===== src/rtl/banked_dct_quantizer.sv =====
`default_nettype none
// ============================================================================
//  Module   : banked_dct_quantizer
//  Purpose  : Drains completed banks of 8x8 DCT coefficients from NUM_CHANNELS
//             parallel EBRs. Each coefficient is scaled by a per-index
//             reciprocal and then rounded and saturated. The results leave as
//             a valid/ready stream in zigzag or natural order.
//  Revision : 1.0 - initial release
// ============================================================================
module banked_dct_quantizer #(
    parameter int NUM_CHANNELS = 5,
    parameter int CH_BITS      = 3,
    parameter int COEFF_WIDTH  = 16,
    parameter int BANK_BITS    = 2,
    parameter int OUT_WIDTH    = 12
) (
    input  logic                                clock,
    input  logic                                reset,
    input  logic [BANK_BITS-1:0]                prod_bank,
    output logic [BANK_BITS-1:0]                cons_bank,
    output logic                                bank_release,
    output logic [BANK_BITS+5:0]                rd_addr,
    input  logic [NUM_CHANNELS*COEFF_WIDTH-1:0] rd_data,
    input  logic                                zigzag_en,
    input  logic                                tbl_wr_en,
    input  logic [5:0]                          tbl_wr_addr,
    input  logic [15:0]                         tbl_wr_data,
    output logic                                out_valid,
    input  logic                                out_ready,
    output logic signed [OUT_WIDTH-1:0]         out_data,
    output logic [CH_BITS-1:0]                  out_channel,
    output logic [5:0]                          out_index,
    output logic                                out_last,
    output logic                                busy,
    output logic                                sat_flag,
    output logic                                overrun_flag,
    input  logic                                status_clear
);

    // Product width: signed coefficient times a zero-extended 16-bit reciprocal
    localparam int c_PW = COEFF_WIDTH + 17;
    localparam logic [CH_BITS-1:0]     c_LAST_CH = CH_BITS'(NUM_CHANNELS - 1);
    localparam logic signed [c_PW-1:0] c_RND     = c_PW'(32768);
    localparam logic signed [c_PW-1:0] c_SAT_HI  = c_PW'((1 << (OUT_WIDTH - 1)) - 1);
    localparam logic signed [c_PW-1:0] c_SAT_LO  = -c_SAT_HI - 1;

    typedef enum logic [1:0] {
        ST_IDLE  = 2'd0,
        ST_RUN   = 2'd1,
        ST_DRAIN = 2'd2
    } state_t;

    state_t state_q, state_d;

    // Zigzag scan position -> natural (row-major) index when zz is set
    function automatic logic [5:0] f_map(input logic [5:0] pos, input logic zz);
        logic [5:0] z;
        z = pos;
        if (zz) begin
            case (pos)
                6'd0:  z = 6'd0;  6'd1:  z = 6'd1;  6'd2:  z = 6'd8;  6'd3:  z = 6'd16;
                6'd4:  z = 6'd9;  6'd5:  z = 6'd2;  6'd6:  z = 6'd3;  6'd7:  z = 6'd10;
                6'd8:  z = 6'd17; 6'd9:  z = 6'd24; 6'd10: z = 6'd32; 6'd11: z = 6'd25;
                6'd12: z = 6'd18; 6'd13: z = 6'd11; 6'd14: z = 6'd4;  6'd15: z = 6'd5;
                6'd16: z = 6'd12; 6'd17: z = 6'd19; 6'd18: z = 6'd26; 6'd19: z = 6'd33;
                6'd20: z = 6'd40; 6'd21: z = 6'd48; 6'd22: z = 6'd41; 6'd23: z = 6'd34;
                6'd24: z = 6'd27; 6'd25: z = 6'd20; 6'd26: z = 6'd13; 6'd27: z = 6'd6;
                6'd28: z = 6'd7;  6'd29: z = 6'd14; 6'd30: z = 6'd21; 6'd31: z = 6'd28;
                6'd32: z = 6'd35; 6'd33: z = 6'd42; 6'd34: z = 6'd49; 6'd35: z = 6'd56;
                6'd36: z = 6'd57; 6'd37: z = 6'd50; 6'd38: z = 6'd43; 6'd39: z = 6'd36;
                6'd40: z = 6'd29; 6'd41: z = 6'd22; 6'd42: z = 6'd15; 6'd43: z = 6'd23;
                6'd44: z = 6'd30; 6'd45: z = 6'd37; 6'd46: z = 6'd44; 6'd47: z = 6'd51;
                6'd48: z = 6'd58; 6'd49: z = 6'd59; 6'd50: z = 6'd52; 6'd51: z = 6'd45;
                6'd52: z = 6'd38; 6'd53: z = 6'd31; 6'd54: z = 6'd39; 6'd55: z = 6'd46;
                6'd56: z = 6'd53; 6'd57: z = 6'd60; 6'd58: z = 6'd61; 6'd59: z = 6'd54;
                6'd60: z = 6'd47; 6'd61: z = 6'd55; 6'd62: z = 6'd62; 6'd63: z = 6'd63;
            endcase
        end
        return z;
    endfunction

    // S0: issue counters for the coefficient currently on rd_addr
    logic                   zz_q;
    logic [CH_BITS-1:0]     ch_q;
    logic [5:0]             idx_q;
    logic [5:0]             nat_q;
    logic                   s0_v_q;
    logic [BANK_BITS+5:0]   rd_addr_q;
    // S1: metadata aligned with the EBR output word
    logic                   s1_v_q;
    logic [CH_BITS-1:0]     s1_ch_q;
    logic [5:0]             s1_idx_q;
    logic [5:0]             s1_nat_q;
    logic                   s1_last_q;
    logic [COEFF_WIDTH-1:0] hold_q;
    logic                   hold_v_q;
    // S2: product register
    logic                   s2_v_q;
    logic [CH_BITS-1:0]     s2_ch_q;
    logic [5:0]             s2_idx_q;
    logic                   s2_last_q;
    logic signed [c_PW-1:0] s2_prod_q;
    // S3: output register
    logic                   out_valid_q;
    logic [OUT_WIDTH-1:0]   out_data_q;
    logic [CH_BITS-1:0]     out_channel_q;
    logic [5:0]             out_index_q;
    logic                   out_last_q;
    // Control / status
    logic [BANK_BITS-1:0]   cons_bank_q;
    logic [BANK_BITS-1:0]   prod_prev_q;
    logic                   bank_release_q;
    logic                   sat_q;
    logic                   ovr_q;
    logic [15:0]            tbl_q [64];

    logic                   w_stall, w_start, w_issue_last, w_done;
    logic [5:0]             w_idx_nx, w_nat_nx;
    logic [COEFF_WIDTH-1:0] w_sel, w_coeff;
    logic [15:0]            w_recip;
    logic signed [c_PW-1:0] w_a, w_b, w_prod, w_sum, w_r;
    logic                   w_clip;
    logic [OUT_WIDTH-1:0]   w_qout;

    assign w_stall      = out_valid_q && !out_ready;
    assign w_start      = (state_q == ST_IDLE) && (prod_bank != cons_bank_q);
    assign w_issue_last = (ch_q == c_LAST_CH) && (idx_q == 6'd63);
    assign w_done       = (state_q == ST_DRAIN) && out_valid_q && out_ready && out_last_q;
    assign w_idx_nx     = idx_q + 6'd1;
    assign w_nat_nx     = f_map(w_idx_nx, zz_q);

    // Channel select from the shared EBR word
    always_comb begin
        w_sel = '0;
        for (int c = 0; c < NUM_CHANNELS; c++) begin
            if (s1_ch_q == CH_BITS'(c)) begin
                w_sel = rd_data[c*COEFF_WIDTH +: COEFF_WIDTH];
            end
        end
    end

    // Multiply, round half toward +inf, saturate. While stalled the EBR has
    // already moved on to the held rd_addr, so S1 uses the word captured on
    // the first stalled edge.
    always_comb begin
        w_coeff = hold_v_q ? hold_q : w_sel;
        w_recip = tbl_q[s1_nat_q];
        w_a     = {{(c_PW-COEFF_WIDTH){w_coeff[COEFF_WIDTH-1]}}, w_coeff};
        w_b     = {{(c_PW-16){1'b0}}, w_recip};
        w_prod  = w_a * w_b;
        w_sum   = s2_prod_q + c_RND;
        w_r     = w_sum >>> 16;
        w_clip  = 1'b1;
        if (w_r > c_SAT_HI) begin
            w_qout = c_SAT_HI[OUT_WIDTH-1:0];
        end else if (w_r < c_SAT_LO) begin
            w_qout = c_SAT_LO[OUT_WIDTH-1:0];
        end else begin
            w_qout = w_r[OUT_WIDTH-1:0];
            w_clip = 1'b0;
        end
    end

    // FSM state register
    always_ff @(posedge clock) begin
        if (reset) state_q <= ST_IDLE;
        else       state_q <= state_d;
    end

    // FSM next-state logic
    always_comb begin
        state_d = state_q;
        case (state_q)
            ST_IDLE:  if (w_start) state_d = ST_RUN;
            ST_RUN:   if (!w_stall && w_issue_last) state_d = ST_DRAIN;
            ST_DRAIN: if (w_done) state_d = ST_IDLE;
            default:  state_d = ST_IDLE;
        endcase
    end

    // Address generation: one coefficient issued per unstalled RUN cycle
    always_ff @(posedge clock) begin
        if (reset) begin
            zz_q      <= 1'b0;
            ch_q      <= '0;
            idx_q     <= '0;
            nat_q     <= '0;
            s0_v_q    <= 1'b0;
            rd_addr_q <= '0;
        end else if (w_start) begin
            zz_q      <= zigzag_en;
            ch_q      <= '0;
            idx_q     <= '0;
            nat_q     <= f_map(6'd0, zigzag_en);
            s0_v_q    <= 1'b1;
            rd_addr_q <= {cons_bank_q, f_map(6'd0, zigzag_en)};
        end else if (state_q == ST_RUN && !w_stall) begin
            if (w_issue_last) begin
                s0_v_q <= 1'b0;
            end else begin
                idx_q     <= w_idx_nx;
                nat_q     <= w_nat_nx;
                rd_addr_q <= {cons_bank_q, w_nat_nx};
                if (idx_q == 6'd63) ch_q <= ch_q + CH_BITS'(1);
            end
        end
    end

    // Pipeline S1..S3; every stage freezes while the output is back-pressured
    always_ff @(posedge clock) begin
        if (reset) begin
            s1_v_q <= 1'b0; s1_ch_q <= '0; s1_idx_q <= '0; s1_nat_q <= '0; s1_last_q <= 1'b0;
            hold_q <= '0;   hold_v_q <= 1'b0;
            s2_v_q <= 1'b0; s2_ch_q <= '0; s2_idx_q <= '0; s2_last_q <= 1'b0; s2_prod_q <= '0;
            out_valid_q <= 1'b0; out_data_q <= '0; out_channel_q <= '0;
            out_index_q <= '0;   out_last_q <= 1'b0;
        end else if (!w_stall) begin
            s1_v_q        <= s0_v_q;
            s1_ch_q       <= ch_q;
            s1_idx_q      <= idx_q;
            s1_nat_q      <= nat_q;
            s1_last_q     <= w_issue_last;
            hold_v_q      <= 1'b0;
            s2_v_q        <= s1_v_q;
            s2_ch_q       <= s1_ch_q;
            s2_idx_q      <= s1_idx_q;
            s2_last_q     <= s1_last_q;
            s2_prod_q     <= w_prod;
            out_valid_q   <= s2_v_q;
            out_data_q    <= w_qout;
            out_channel_q <= s2_ch_q;
            out_index_q   <= s2_idx_q;
            out_last_q    <= s2_last_q;
        end else if (!hold_v_q) begin
            hold_q   <= w_sel;
            hold_v_q <= 1'b1;
        end
    end

    // Reciprocal table; only writable while the pipeline is idle
    always_ff @(posedge clock) begin
        if (reset) begin
            for (int i = 0; i < 64; i++) tbl_q[i] <= 16'd4096;
        end else if (tbl_wr_en && state_q == ST_IDLE) begin
            tbl_q[tbl_wr_addr] <= tbl_wr_data;
        end
    end

    // Bank hand-off and sticky status flags (a set event beats a clear)
    always_ff @(posedge clock) begin
        if (reset) begin
            cons_bank_q    <= '0;
            prod_prev_q    <= '0;
            bank_release_q <= 1'b0;
            sat_q          <= 1'b0;
            ovr_q          <= 1'b0;
        end else begin
            prod_prev_q    <= prod_bank;
            bank_release_q <= w_done;
            if (w_done) cons_bank_q <= cons_bank_q + BANK_BITS'(1);
            if (!w_stall && s2_v_q && w_clip) sat_q <= 1'b1;
            else if (status_clear)            sat_q <= 1'b0;
            if ((prod_bank != prod_prev_q) && (prod_bank == cons_bank_q) && busy) ovr_q <= 1'b1;
            else if (status_clear)                                                ovr_q <= 1'b0;
        end
    end

    assign cons_bank    = cons_bank_q;
    assign bank_release = bank_release_q;
    assign rd_addr      = rd_addr_q;
    assign out_valid    = out_valid_q;
    assign out_data     = out_data_q;
    assign out_channel  = out_channel_q;
    assign out_index    = out_index_q;
    assign out_last     = out_last_q;
    assign busy         = (state_q != ST_IDLE);
    assign sat_flag     = sat_q;
    assign overrun_flag = ovr_q;

endmodule
`default_nettype wire


===== config.mk =====
export PLATFORM = sky130hd
export DESIGN_NAME = banked_dct_quantizer
export DESIGN_NICKNAME = d
export VERILOG_FILES = /design/src/rtl/banked_dct_quantizer.sv
export SDC_FILE = /design/constraint.sdc
export NUM_CORES = 2
export LEC_CHECK = 0
export ABC_AREA = 0
export CAP_MARGIN = 10
export CORE_UTILIZATION = 35
export DETAILED_ROUTE_END_ITERATION = 6
export HOLD_SLACK_MARGIN = 0.02
export SETUP_SLACK_MARGIN = 0.15
export SLEW_MARGIN = 20
export SYNTH_ARGS = -nofsm -noshare
export SYNTH_HDL_FRONTEND = slang
export SYNTH_SLANG_ARGS = --single-unit

===== constraint.sdc =====
create_clock -name clock -period 7.8 [get_ports clock]
set_input_delay 1.17 -clock clock [delete_from_list [all_inputs] [get_ports clock]]
set_output_delay 1.17 -clock clock [all_outputs]
set_load 0.01 [all_outputs]

* Word-level counts from Yosys, hierarchy flattened *
Memories as Yosys holds them, arrays and structs flattened. A register that Yosys moved wholly into a read port is not among the register bits.
Index checks and enable logic that the tools add are counted.

storage, ports and cells
  bits in read-only memories = 384
  bits of input ports = 110
  bits in writable memories = 1024
  memories kept = 2
  bits in registers = 129
  logic and storage cells = 118

cells by class
  reduce and logical (&&, ||, !) cells = 29
  multipliers = 1
  equality and inequality tests = 15
  muxes and demuxes = 35
  bitwise gates (word level) = 1
  order comparisons = 2
  add/sub/neg operators = 4

memory list
  memory            depth  bits a word  read ports  clocked after memory_dff  wr ports  RTL line  RTL
  tbl_q             64     16           1           1                         64        115       logic [15:0] tbl_q [64];
  (name not given)  64     6            1           0                         0         60        case (pos)

operators with widths
  cell                      number
  $mux W16                  7
  $add A33 B17 Y33 const B  1
  $mul A16 B17 Y33          1
  $mux W12                  2
  $mux W6                   4
  $mux W8                   3
  $gt A17 B12 Y1 const B    1
  $lt A17 B12 Y1 const B    1
  $reduce_or A16 Y1         1
  $mux W1                   15
  $logic_and A1 B1 Y1       13
  $reduce_bool A2 Y1        5
  $ne A2 B2 Y1 const B      4
  $add A6 B1 Y6 const B     1
  $eq A3 B2 Y1 const B      2
  $eq A3 B3 Y1 const B      2
  $eq A6 B6 Y1 const B      1
  $mux W2                   3
  $pmux W2 S3               1
  $reduce_and A2 Y1         3
  $reduce_and A3 Y1         2
  $ne A2 B2 Y1              2
  $add A3 B1 Y3 const B     1
  $eq A3 B1 Y1 const B      1
  other kinds (9)           10

* Depth between registers and ports, before layout *
  word-level depth = 8
  mapped depth = 35

* Worst setup path after synthesis *
Ideal clock, no wire load.

  kind = reg-to-reg
  start = register with a tool-made name
  end = register s2_prod_q[30]
  arrival = 8404 ps
  data required time = 7738 ps
  library setup time = 62 ps
  period minus slack after synthesis = 8465 ps
  path slack = -665 ps
  stages on the path, launching flop included = 31
  cells stage by stage = dfxtp_1 buf_4 clkbuf_8 buf_2 buf_1 buf_1 mux4_2 mux4_2 mux4_2 buf_2 nand2_1 fa_1 fa_1 fa_1 fa_1 inv_1 fa_1 inv_1 fa_1 inv_1 ha_1 a21o_1 a31oi_1 a2111o_1 nor2_1 a221oi_1 o31ai_2 o21bai_4 a221o_1 or4b_1 nand3_1

RTL lines
  element               RTL line  RTL
  to (signal assigned)  228       s2_prod_q <= w_prod;
  to (decl)             102       logic signed [c_PW-1:0] s2_prod_q;

==> out/results.tsv <==
metric	value	unit
outcome	finished, violations left	
violated checks	negative setup slack	
P_sw	7.908	mW
Slowest-stage cell, CP	mux4_2	
max_cap viols	0	
post-synthesis async set-or-reset flop share	0	%
worst hold stages	2	
routed wire length	174.9	mm
Post-synth EDFFs	1024	
Max Freq	120.6	MHz
Mapped Area	61950	um2
register area share after synthesis	53.51	%
Post-DP Area	67770	um2
RSZ-0062 raised after global routing	yes	
Setup Skew	0.1038	ns
Tmin final	8.295	ns
Mapped Avg Cell Area	13.29	um2
Placed Cells	7120	
Clock Tree Root	clkbuf_16	
first-pass GRT wire length	260.4	mm
Starting Density	35.22	%
post-DP HPWL	114.5	mm
Yosys warnings	0	
Row Count	154	
largest net degree at the start of global routing	65	
largest fanout on the critical path	11	
Detailed Route Iter0 Violations	3655	
type of the most critical hold path	reg2reg	
# setup viols final	12	
Critical Path Start Type	register	
gpl congestion	0.8612	
Power Dens Cells	316.6	nW/um2
final hold violation count	0	
Clock Path Buffers	3	
VDD IR max	0.5517	mV
synthesis-stage register bit count	1144	
Die ar.	178700	um2
area of the core	175900	um2
Via-to-Cell Ratio	5.198	
initial antenna violation count	10	
DIE HEIGHT	422.7	um
final setup margin	-0.4953	ns
combinational fraction of design power	44.2	%
vias in the first global route	39253	
final critical-path share of the clock period	106.4	%
WP data arrival	8.93	ns
clock-pin slew on the worst setup and hold paths	0.06	ns
share of layout cells above drive strength 1	20.63	%
kind of critical path	reg2reg	
Net Sw Frac	34.55	%
Total Power	22.89	mW
drt drc	0	
H-tree depth	3	
Final Non-Filler Cells	7374	
Slew @ Worst Pin	1.179	ns
global route total overflow	0	
clock insertion delay at the later pin of the skew report	0.80	ns
CP peak stage delay	0.58	ns
post-synthesis net count	5101	
Avg WL per Cell	23.71	um
fill cell count	16106	
antenna viol nets, final	0	
most common cell after layout, fill and taps aside	edfxtp_1	
CTS tree	yes	
Synth Flop Type	edfxtp_1	
worst path required time	8.44	ns
Crit. End Element	register	
Yosys cell types	91	
Setup Total Neg Slack	-3.576	ns
FF-to-FF path depth	29	
Int Power	14.98	mW
number of port buffers	146	
# clock sinks	1144	
slew margin rel.	21.24	%
Lkg Pwr	26.68	nW
DRT Pass-1 Iters	6	
vias	38330	
I/O Pins	147	
commonest cells after routing, fill and taps aside	edfxtp_1 (1024), and2_1 (999), buf_4 (330)	
Syn Inst Count	4663	
P&R area growth vs syn	16.73	%
gr usage total	19.43	%
cts bufs inserted	121	
net count of the finished layout	5370	
Final Max Slew Viols	0	
Clock Power Share	24.8	%
width of the die	422.7	um
cell area after layout	72310	um2
sequential share of power	31.0	%
[state kept, by name, summed over array words and instances (netlist names), 6 cells and up, named ones only]
signal / flops
hold_q: 16
rd_addr: 8
s2_prod_q: 18
s1_nat_q: 6
out_data: 12
s1_idx_q: 6
s2_idx_q: 6
tbl_q: 1024
out_index: 6
idx_q: 6
[timing repair]
item                                    CTS  global route
pin swaps                                 5            12
endpoints found under the setup margin   18            18
buffers inserted                         18             7
hold endpoints to repair                  0             0
cloned                                    3             1
gates resized for setup                  48            29
hold buffers                              0             0
[cell type report]
class / count / area, um2 / area share (%)
repair buffers: 524 / 4871 / 6.736
clock buffers: 152 / 3208 / 4.436
clock inverters: 70 / 646.9 / 0.8945
inverters: 266 / 998.5 / 1.381
diodes: 3 / 7.507 / 0.01038
well taps: 2340 / 2928 / 4.049
flip-flops and latches: 1144 / 33170 / 45.87
multi-input cells: 2875 / 26490 / 36.63
[worst paths after layout]
check / start / end / slack (ns)
setup reg to reg: register / s2_prod_q[30]$_SDFFE_PP0N_ / -0.50
hold reg to reg: out_channel[1]$_SDFFE_PP0N_ / out_channel[1]$_SDFFE_PP0N_ / 0.45
hold / removal: out_channel[1]$_SDFFE_PP0N_ / out_channel[1]$_SDFFE_PP0N_ / 0.45
setup / recovery: register / s2_prod_q[30]$_SDFFE_PP0N_ / -0.50
[worst max-delay path, delay by kind of cell, from the launching register on]
kind	cells	cell delay (ns)
flops	1	0.37
compound gates	7	1.42
buf+inv	8	0.78
fa+ha+maj	7	3.16
mux	3	1.60
simple gates	4	0.79
[per-stage QoR]
stage                     hold slack [ns]  utilization (%)  setup WS, ns
after floorplan                    0.4238                -       -0.2388
after global placement             0.4352            38.52       -0.7575
after detailed placement           0.4419            38.53       -0.7893
after CTS                          0.4531            40.98       -0.5130
after global routing               0.4689            41.10       -0.7332
final                              0.4512            41.11       -0.4953
[layer usage]
metal  global-route usage [%]  vias to the layer above  wire, um
met1                    25.83                    19771     73750
li1                         -                    16994         -
met4                    4.740                       10      3929
met2                    32.89                     1324     85890
met5                        0                        -        70
met3                    3.301                      231     11210
[power groups by stage]
stage,logic [mW],clock network (mW),registers [mW]
after CTS,10.0,5.75,7.09
final,10.1,5.68,7.09
after floorplan,6.06,0,7.18
after global placement,9.48,0,7.21
after global routing,11.2,5.97,7.12
after detailed placement,9.53,0,7.22
[cell families (layout without fill, tap and decap cells)]
logic type,count (synthesis),in the layout,share of synthesized area [%]
AO/OA/AOI/OAI,339,339,3.613
flip-flops,1144,1144,53.51
AND/OR/NAND/NOR,1798,1798,16.28
other,0,3,0
XOR/XNOR,46,46,0.6503
adder cells (fa/ha/maj),328,328,8.963
multiplexers,364,364,12.64
buffers and inverters,644,1012,4.340
[synth_stat cells, types with 16 or more instances]
cell type / n / area [um2]
mux4_2: 324 / 7297
ha_1: 135 / 1689
a21o_1: 23 / 172.7
edfxtp_1: 1024 / 30750
or3_1: 66 / 412.9
xnor2_1: 27 / 236.5
o21ai_0: 49 / 245.2
nor2b_1: 73 / 456.7
or2_2: 68 / 425.4
xor2_1: 19 / 166.4
fa_1: 193 / 3864
a21oi_1: 116 / 580.6
nand2_1: 280 / 1051
mux2i_1: 28 / 280.3
buf_2: 28 / 140.1
nand2b_1: 23 / 143.9
clkbuf_1: 284 / 1066
inv_1: 265 / 994.7
a211oi_1: 16 / 120.1
buf_1: 35 / 131.4
nand3_1: 36 / 180.2
and2_1: 999 / 6250
nor2_1: 187 / 701.9
buf_6: 17 / 191.4
dfxtp_1: 120 / 2402
No activity file was read; power rests on OpenSTA's default activity.
